## src/rtl/uart_rx_memctrl.sv

```systemverilog
// Serial receiver feeding the memory controller: deserialises parity-protected frames
// and issues one memory write per good word across a burst of word_number words.
module uart_rx_memctrl #(
  parameter int DATA_WIDTH    = 32,
  parameter int ADDR_WIDTH    = 32,
  parameter int WORDNUM_WIDTH = 8,
  parameter int CLKS_PER_BIT  = 16
) (
  input  logic                     clk,
  input  logic                     reset,
  input  logic                     rx,
  input  logic                     uart_memctrl_read_ready,
  input  logic [ADDR_WIDTH-1:0]    uart_mem_addr,
  input  logic [WORDNUM_WIDTH-1:0] word_number,
  output logic [DATA_WIDTH-1:0]    mem_write_data,
  output logic [ADDR_WIDTH-1:0]    mem_write_addr,
  output logic                     mem_write_valid,
  output logic                     bus_error,
  output logic                     rx_busy,
  output logic                     burst_done
);

  localparam int TMR_W = $clog2(CLKS_PER_BIT);
  localparam int BIT_W = $clog2(DATA_WIDTH + 1);
  localparam logic [TMR_W-1:0] HALF_M1  = TMR_W'(CLKS_PER_BIT / 2 - 1);
  localparam logic [TMR_W-1:0] FULL_M1  = TMR_W'(CLKS_PER_BIT - 1);
  localparam logic [BIT_W-1:0] LAST_BIT = BIT_W'(DATA_WIDTH - 1);

  typedef enum logic [2:0] {
    IDLE,
    WAIT_START,
    START,
    DATA,
    PARITY,
    STOP,
    WRITE
  } state_t;

  state_t                   state, state_nxt;
  logic                     rx_p0, rx_p1;
  logic [TMR_W-1:0]         timer;
  logic [BIT_W-1:0]         bit_cnt;
  logic [DATA_WIDTH-1:0]    shift_reg;
  logic                     par_bit;
  logic [ADDR_WIDTH-1:0]    cur_addr;
  logic [WORDNUM_WIDTH-1:0] word_cnt;
  logic [WORDNUM_WIDTH-1:0] word_idx;
  logic                     zero_pend;

  logic accept, half_tick, full_tick, stop_tick, frame_ok, last_word;

  // Even parity over payload plus parity bit, and a high stop bit.
  function automatic logic frame_good(input logic [DATA_WIDTH-1:0] d,
                                      input logic p, input logic stop);
    return ~(^d ^ p) & stop;
  endfunction

  assign accept    = (state == IDLE) && uart_memctrl_read_ready && !rx_busy;
  assign half_tick = (state == START) && (timer == HALF_M1);
  assign full_tick = (timer == FULL_M1);
  assign stop_tick = (state == STOP) && full_tick;
  assign frame_ok  = frame_good(shift_reg, par_bit, rx_p1);
  assign last_word = (word_idx == word_cnt - 1'b1);

  // Stage p0/p1: rx synchroniser, preset to line-idle level
  always_ff @(posedge clk or negedge reset) begin
    if (!reset) begin
      rx_p0 <= 1'b1;
      rx_p1 <= 1'b1;
    end else begin
      rx_p0 <= rx;
      rx_p1 <= rx_p0;
    end
  end

  always_ff @(posedge clk or negedge reset) begin
    if (!reset) state <= IDLE;
    else        state <= state_nxt;
  end

  always_comb begin
    state_nxt = state;
    case (state)
      IDLE:       if (accept && (word_number != '0)) state_nxt = WAIT_START;
      WAIT_START: if (!rx_p1) state_nxt = START;
      START:      if (half_tick) state_nxt = rx_p1 ? WAIT_START : DATA;
      DATA:       if (full_tick && (bit_cnt == LAST_BIT)) state_nxt = PARITY;
      PARITY:     if (full_tick) state_nxt = STOP;
      STOP:       if (full_tick) state_nxt = WRITE;
      WRITE:      state_nxt = rx_busy ? WAIT_START : IDLE;
      default:    state_nxt = IDLE;
    endcase
  end

  // Bit timing: mid-bit sample in START, then one sample every CLKS_PER_BIT cycles
  always_ff @(posedge clk or negedge reset) begin
    if (!reset) begin
      timer   <= '0;
      bit_cnt <= '0;
    end else begin
      case (state)
        START: begin
          timer   <= half_tick ? '0 : timer + 1'b1;
          bit_cnt <= '0;
        end
        DATA: begin
          timer <= full_tick ? '0 : timer + 1'b1;
          if (full_tick) bit_cnt <= bit_cnt + 1'b1;
        end
        PARITY, STOP: timer <= full_tick ? '0 : timer + 1'b1;
        default:      timer <= '0;
      endcase
    end
  end

  // Payload shift register and parity capture carry no reset; they are rebuilt every frame.
  always_ff @(posedge clk) begin
    if ((state == DATA) && full_tick) shift_reg <= {rx_p1, shift_reg[DATA_WIDTH-1:1]};
    if ((state == PARITY) && full_tick) par_bit <= rx_p1;
  end

  // Burst bookkeeping and registered write/handshake outputs
  always_ff @(posedge clk or negedge reset) begin
    if (!reset) begin
      cur_addr        <= '0;
      word_cnt        <= '0;
      word_idx        <= '0;
      zero_pend       <= 1'b0;
      mem_write_data  <= '0;
      mem_write_addr  <= '0;
      mem_write_valid <= 1'b0;
      bus_error       <= 1'b0;
      rx_busy         <= 1'b0;
      burst_done      <= 1'b0;
    end else begin
      mem_write_valid <= 1'b0;
      burst_done      <= 1'b0;
      if (accept) begin
        cur_addr  <= uart_mem_addr;
        word_cnt  <= word_number;
        word_idx  <= '0;
        bus_error <= 1'b0;
        rx_busy   <= 1'b1;
        zero_pend <= (word_number == '0);
      end
      if (zero_pend) begin
        zero_pend  <= 1'b0;
        burst_done <= 1'b1;
        rx_busy    <= 1'b0;
      end
      if (stop_tick) begin
        if (frame_ok) begin
          mem_write_valid <= 1'b1;
          mem_write_data  <= shift_reg;
          mem_write_addr  <= cur_addr;
        end else begin
          bus_error <= 1'b1;
        end
        // Bad words still consume their address slot.
        cur_addr <= cur_addr + 1'b1;
        word_idx <= word_idx + 1'b1;
        if (last_word) begin
          burst_done <= 1'b1;
          rx_busy    <= 1'b0;
        end
      end
    end
  end

endmodule
```

## config.mk

```make
export PLATFORM = sky130hd
export DESIGN_NAME = uart_rx_memctrl
export DESIGN_NICKNAME = d
export VERILOG_FILES = /design/src/rtl/uart_rx_memctrl.sv
export SDC_FILE = /design/constraint.sdc
export NUM_CORES = 1
export LEC_CHECK = 0
export CAP_MARGIN = 0
export CORE_ASPECT_RATIO = 0.8
export CORE_UTILIZATION = 40
export CTS_BUF_LIST = sky130_fd_sc_hd__clkbuf_8
export DETAILED_ROUTE_END_ITERATION = 8
export GPL_TIMING_DRIVEN = 0
export HOLD_SLACK_MARGIN = 0.12
export SLEW_MARGIN = 0
export SYNTH_ARGS = -nofsm -noshare
export SYNTH_HDL_FRONTEND = slang
export SYNTH_SLANG_ARGS = --single-unit
export TNS_END_PERCENT = 50
```

## constraint.sdc

```tcl
create_clock -name clk -period 6.5 [get_ports clk]
set_clock_uncertainty 0.05 [all_clocks]
set_input_delay 0.975 -clock clk [delete_from_list [all_inputs] [get_ports clk]]
set_output_delay 0.975 -clock clk [all_outputs]
set_load 0.05 [all_outputs]
```

* After elaboration in Yosys (flattened, before gate mapping)
Cells that the tools add are included.
** Storage, ports and cells
- Register bits after elaboration :: 165
- Input bits :: 44
- Logic and storage cells :: 93
** Cells by class
- Add/subtract/negate cells :: 5
- Equal/unequal tests :: 17
- Muxes and demuxes :: 32
- Bitwise gates (word level) :: 3
- Reductions and logical operators :: 19
** Operators by type and width (number)
- 32-bit two-way mux :: 2
- 32-bit by 1-bit adder with 32-bit output, second input constant :: 1
- 32-bit parity :: 1
- 3-bit one-hot mux with 7 select lines :: 1
- 3-bit two-way mux :: 6
- 8-bit two-way mux :: 2
- 1-bit two-way mux :: 15
- 2-bit inequality test, second input constant :: 6
- 6-bit one-hot mux with 2 select lines :: 1
- 3-bit equality test, second input constant :: 3
- 8-bit by 1-bit adder with 8-bit output, second input constant :: 1
- 8-bit equality test :: 1
- 1-bit logical AND :: 8
- 8-bit logical NOT :: 1
- 4-bit two-way mux :: 2
- 4-bit one-hot mux with 2 select lines :: 1
- 8-bit nonzero test :: 1
- 8-bit by 1-bit subtractor with 8-bit output, second input constant :: 1
- 6-bit by 1-bit adder with 6-bit output, second input constant :: 1
- 3-bit by 2-bit equality test with 1-bit output, second input constant :: 2
- 6-bit by 5-bit equality test with 1-bit output, second input constant :: 1
- 6-bit two-way mux :: 1
- 6-bit AND reduction :: 1
- 4-bit by 1-bit adder with 4-bit output, second input constant :: 1
- other kinds (13) :: 15

* Depth between registers and ports, before layout
- Depth after elaboration :: 7
- Mapped depth :: 9
- Gate-level depth less buffers :: 8

* Worst setup path before layout
Ideal clock, no wire load.
- Path kind :: flip-flop to flip-flop
- From :: register state[1]
- To :: register shift_reg[0] (enable)
- Setup time :: 0.461 ns
- Data arrival time :: 3.275 ns
- Data required time :: 5.989 ns
- Slack :: 2.714 ns
- Cell stages (with the launch flop) :: 6
- Buffers on the path :: 3
- Clock period less this slack :: 3.786 ns
- Path through :: dfrtp_1 -> clkbuf_1 -> nand2b_1 -> clkbuf_1 -> clkbuf_1 -> nor3_1
** On the way
- Cells in the longest elaborated chain, start to end :: 2
** Ends and longest elaborated chain
- start: declaration :: RTL line 39 : state_t state, state_nxt;
- start signal: assignment :: RTL line 78 : else state <= state_nxt;
- 3-bit by 2-bit equality test with 1-bit output :: RTL line 118 : if ((state == DATA) && full_tick) shift_reg <= {rx_p1, shift_reg[DATA_WIDTH-1:1]};
- 1-bit logical AND :: RTL line 118
- end signal: assignment :: RTL line 118
- end: declaration :: RTL line 43 : logic [DATA_WIDTH-1:0] shift_reg;
Every way passes these cells.
A chain may end at the register's enable or synchronous reset.

* Final worst setup path
- From :: register timer[0]
- To :: register cur_addr[6]
** On the way
- Cells in the longest elaborated chain, start to end :: 3
- Elaborated cells between the ends (all ways) :: 4
- Those cells by class :: 1 x eq/ne; 1 x mux; 2 x reduce/logical
** Ends and longest elaborated chain
- start: declaration :: RTL line 41 : logic [TMR_W-1:0] timer;
- start signal: assignment :: RTL line 103 : timer <= half_tick ? '0 : timer + 1'b1;
- start signal: assignment :: RTL line 107 : timer <= full_tick ? '0 : timer + 1'b1;
- start signal: assignment :: RTL line 110 : PARITY, STOP: timer <= full_tick ? '0 : timer + 1'b1;
- 4-bit equality test (*) :: RTL line 60 : assign full_tick = (timer == FULL_M1);
- 1-bit logical AND (*) :: RTL line 61 : assign stop_tick = (state == STOP) && full_tick;
- 32-bit two-way mux / 2-bit nonzero test (equally long branches)
- end signal: assignment :: RTL line 139 : cur_addr <= uart_mem_addr;
- end signal: assignment :: RTL line 160 : cur_addr <= cur_addr + 1'b1;
- end: declaration :: RTL line 45 : logic [ADDR_WIDTH-1:0] cur_addr;
Mark *: on every way between the ends. The rest lies on a longest branch, timed or not.

==> impl_metrics.prom <==
# TYPE chip_impl_metric gauge
chip_impl_info{name="run_status",value="finished clean"} 1
chip_impl_metric{name="drt-wirelength-per-cell",unit="µm"} 17.2
chip_impl_metric{name="grt_first_pass_wirelength",unit="µm"} 27500
chip_impl_metric{name="initial_core_util",unit="%"} 40.7
chip_impl_metric{name="place_worst_setup_slack",unit="ns"} 3.04
chip_impl_metric{name="number_of_drc_violations_after_detailed_routing",unit=""} 0
chip_impl_metric{name="finish.net_count",unit=""} 798
chip_impl_metric{name="grt_max_degree",unit=""} 82
chip_impl_metric{name="critical_path_buf_inv_count",unit=""} 2
chip_impl_metric{name="period_minus_slack",unit="ns"} 3.11
chip_impl_info{name="synth.most_common_cell",value="dfrtp_1"} 1
chip_impl_info{name="worstSetupPathType",value="flip-flop to flip-flop"} 1
chip_impl_metric{name="finalWirelength",unit="µm"} 17000
chip_impl_metric{name="ctsHoldBuffers",unit=""} 0
chip_impl_metric{name="yosys.area.top_type_share",unit="%"} 44.1
chip_impl_info{name="critical_path.endpoint_type",value="flip-flop"} 1
chip_impl_info{name="primary_flip_flop_cell_chosen_by_synthesis_mapping",value="dfrtp_1"} 1
chip_impl_metric{name="cell_depth_of_the_worst_hold_path",unit=""} 0
chip_impl_metric{name="worst_pin_slew",unit="ns"} 0.869
chip_impl_metric{name="synthesis.nets",unit=""} 665
chip_impl_metric{name="synth_edf_count",unit=""} 33
chip_impl_info{name="startpoint",value="timer[0]"} 1
chip_impl_metric{name="vdd_drop_max",unit="V"} 0.000134
chip_impl_info{name="critical_path.cell_chain",value="ha_1 > nand3_1 > nor3_2 > clkbuf_1 > buf_1 > nand2_1 > a21oi_1 > nor2_1"} 1
chip_impl_metric{name="post-route-worst-setup-slack",unit="ns"} 3.39
chip_impl_metric{name="clk-insertion-delay-late",unit="ns"} 0.46
chip_impl_metric{name="fmax",unit="MHz"} 322
chip_impl_metric{name="final_hold_fails",unit=""} 0
chip_impl_metric{name="slew-limit-headroom",unit="%"} 41.5
chip_impl_info{name="critPathLaunchType",value="flip-flop"} 1
chip_impl_metric{name="dp_hpwl",unit="µm"} 12300
chip_impl_info{name="timing.critical_path.slowest_stage_cell",value="nor3_2"} 1
chip_impl_metric{name="ys_ff_latch",unit=""} 165
chip_impl_info{name="cts_tree",value="built"} 1
chip_impl_metric{name="number_of_buffers_on_the_longest_clock_path",unit=""} 2
chip_impl_metric{name="vias_per_cell",unit=""} 5.42
chip_impl_metric{name="clock_tree_sinks",unit=""} 165
chip_impl_info{name="crit-reg2reg-launch",value="timer[0]"} 1
chip_impl_metric{name="number_of_setup_violations_in_the_final_report",unit=""} 0
chip_impl_metric{name="synth.cell_area",unit="mm²"} 0.00737
chip_impl_metric{name="setup-tns-final",unit="ns"} 0
chip_impl_metric{name="synth.yosys.warnings",unit=""} 0
chip_impl_metric{name="die_width",unit="µm"} 154
chip_impl_info{name="min_from",value="rx_p0"} 1
chip_impl_metric{name="gp_congestion",unit=""} 0.872
chip_impl_metric{name="required",unit="ns"} 6.79
chip_impl_metric{name="power.static_leakage",unit="nW"} 3.85
chip_impl_metric{name="critical_path_arrival",unit="ns"} 3.40
chip_impl_metric{name="power-per-cell-area",unit="mW/mm²"} 258
chip_impl_info{name="min_to",value="rx_p1"} 1
chip_impl_metric{name="finish.utilization",unit="%"} 50.6
chip_impl_metric{name="path_max_fanout",unit=""} 10
chip_impl_metric{name="cts_resized",unit=""} 0
chip_impl_metric{name="ff2ff_setup_slack",unit="ns"} 3.39
chip_impl_metric{name="numPortBuffers",unit=""} 111
chip_impl_metric{name="power",unit="mW"} 2.36
chip_impl_metric{name="cts-buffers-inserted",unit=""} 17
chip_impl_metric{name="r2r_cells",unit=""} 8
chip_impl_info{name="critPathTopFamily",value="simple AND/OR/NAND/NOR gates"} 1
chip_impl_metric{name="antenna_found_initial",unit=""} 0
chip_impl_metric{name="ratio_of_cells_with_drive_above_1_in_the_final_layout",unit="%"} 13.7
chip_impl_metric{name="global_route_total_overflow",unit=""} 0
chip_impl_metric{name="route.vias.total",unit=""} 5373
chip_impl_metric{name="insertedDiodeCount",unit=""} 0
chip_impl_metric{name="cts_max_level",unit=""} 4
chip_impl_metric{name="number_of_global_route_vias_before_repair",unit=""} 5203
chip_impl_metric{name="placement_rows",unit=""} 44
chip_impl_metric{name="ios",unit=""} 112
chip_impl_metric{name="clk_pin_slew_worst_paths",unit="ns"} 0.09
chip_impl_metric{name="post_synth.cell_area_avg",unit="µm²"} 12.0
chip_impl_metric{name="area_growth",unit="%"} 24.4
chip_impl_metric{name="drv.max_cap_violation_count",unit=""} 0
chip_impl_metric{name="die_area",unit="mm²"} 0.0190
chip_impl_metric{name="initialDrtViolationCount",unit=""} 401
chip_impl_metric{name="synthArstFlopShare",unit="%"} 80.0
chip_impl_info{name="netlist_top_cells_count",value="130 x dfrtp_1, 79 x nand2_1, 55 x mux2_2"} 1
chip_impl_metric{name="cpPeakStageDelay",unit="ns"} 0.64
chip_impl_metric{name="drtAntennaViolNets",unit=""} 0
chip_impl_metric{name="synth_seq_area_share",unit="%"} 58.3
chip_impl_metric{name="floorplan.die.height",unit="µm"} 123
chip_impl_info{name="synth_top_area_cell",value="dfrtp_1"} 1
chip_impl_metric{name="post-cts-setup-buffer-count",unit=""} 0
chip_impl_metric{name="final_min_period_over_clock_period",unit="%"} 47.8
chip_impl_info{name="r2r_end",value="cur_addr[6]"} 1
chip_impl_metric{name="dr.pass1.iters",unit=""} 4
chip_impl_info{name="worst_hold_path_type",value="flip-flop to flip-flop"} 1
chip_impl_metric{name="fp.coreArea",unit="mm²"} 0.0181
chip_impl_metric{name="pins_over_their_slew_limit",unit=""} 0
chip_impl_info{name="cts_root_buffer",value="clkbuf_8"} 1
chip_impl_metric{name="yosysUniqueCellTypes",unit=""} 59
chip_impl_info{name="cell_types_with_the_largest_area_share_after_synthesis",value="dfrtp_1 44%, edfxtp_1 13%, mux2_2 8.4%, nand2_1 4.0%, xnor2_1 3.3%"} 1
chip_impl_metric{name="synth_cells",unit=""} 616
chip_impl_info{name="rsz0062_at_grt",value="false"} 1
chip_impl_metric{name="track_usage",unit="%"} 19.0
==> placed cells by master, fill, tap and decap left out, types with 4 or more instances in the layout <==
master           synthesis  routed
nand4_1                 12      12
o211ai_1                14      14
and3_1                   9       9
nand3_1                 25      25
xnor2_1                 28      28
ha_1                     5       5
o311ai_0                 5       5
dfrtp_1                130     130
nor3_1                  12      11
clkdlybuf4s50_1          0     110
nor2_1                  36      36
mux2_1                   9       9
a211oi_1                 4       4
clkbuf_1                17      17
clkbuf_8                 0      18
buf_8                    6       6
nand2_1                 79      79
mux2_2                  55      55
edfxtp_1                33      33
a221o_1                  5       5
or3_1                    4       4
a21oi_1                 13      13
a31oi_1                  5       5
xor2_1                  12      12
inv_1                    6      10
o21ai_0                 30      30
nor4_1                   6       6
==> layout make-up <==
class	count	area (µm²)
Buffer	25	163
Clock buffer	18	248
Clock inverter	13	97.6
Fill cell	1597	8940
Inverter	6	22.5
Multi-Input combinational cell	420	2890
Sequential cell	165	4300
Tap cell	230	288
Timing Repair Buffer	114	1160
==> worst reg2reg max path, cell delays in order (launching register included) <==
cell and delay [ns]:
dfrtp_1 0.37, ha_1 0.23, nand3_1 0.29, nor3_2 0.64, clkbuf_1 0.51, buf_1 0.58
nand2_1 0.11, a21oi_1 0.18, nor2_1 0.05
==> power breakdown <==
| group | internal (mW) | total [mW] | switching, mW | leakage [nW] |
|---|---|---|---|---|
| Sequential | 1.16 | 1.31 | 0.147 | 2.02 |
| Clock | 0.302 | 0.666 | 0.363 | 0.181 |
| Combinational | 0.180 | 0.385 | 0.206 | 1.65 |
| Total | 1.65 | 2.36 | 0.716 | 3.85 |
==> kinds of logic after synthesis <==
kind of cell	Yosys count	share of synthesized area, %
AOI/OAI and AO/OA	101	9.29
DFF	165	58.3
muxes	68	10.5
buffers and inverters	31	2.51
xor gates and xnor gates	42	5.38
adders and majority gates	5	0.849
and+or+nand+nor	204	13.2
==> worst max-delay path by stage <==
stage          slack (ns)      endpoint  cells past startpoint
4_1_cts              3.41   cur_addr[6]                      8
2_1_floorplan        2.71  shift_reg[0]                      5
6_report             3.39   cur_addr[6]                      8
3_5_place_dp         3.04   word_cnt[1]                      7
5_1_grt              3.14   cur_addr[6]                      8
3_3_place_gp        -0.85   word_cnt[7]                      1
==> through the flow <==
stage	std cells	area, µm²	hold WS (ns)
6_report	991	9170	0.308
4_1_cts	991	9170	0.309
2_1_floorplan	616	7370	0.295
3_5_place_dp	960	8830	0.297
5_1_grt	991	9170	0.323
3_3_place_gp	957	8770	0.297
==> per-layer routing <==
| metal | up-vias | track usage [%] | part of all wire, % |
|---|---|---|---|
| li1 | 2514 | - | - |
| met1 | 2685 | 26.3 | 47 |
| met2 | 152 | 28.8 | 46 |
| met3 | 22 | 4.94 | 5.1 |
| met4 | 0 | 7.06 | 2.1 |
| met5 | - | 0 | 0 |
Power figures use the tool's default switching activity.
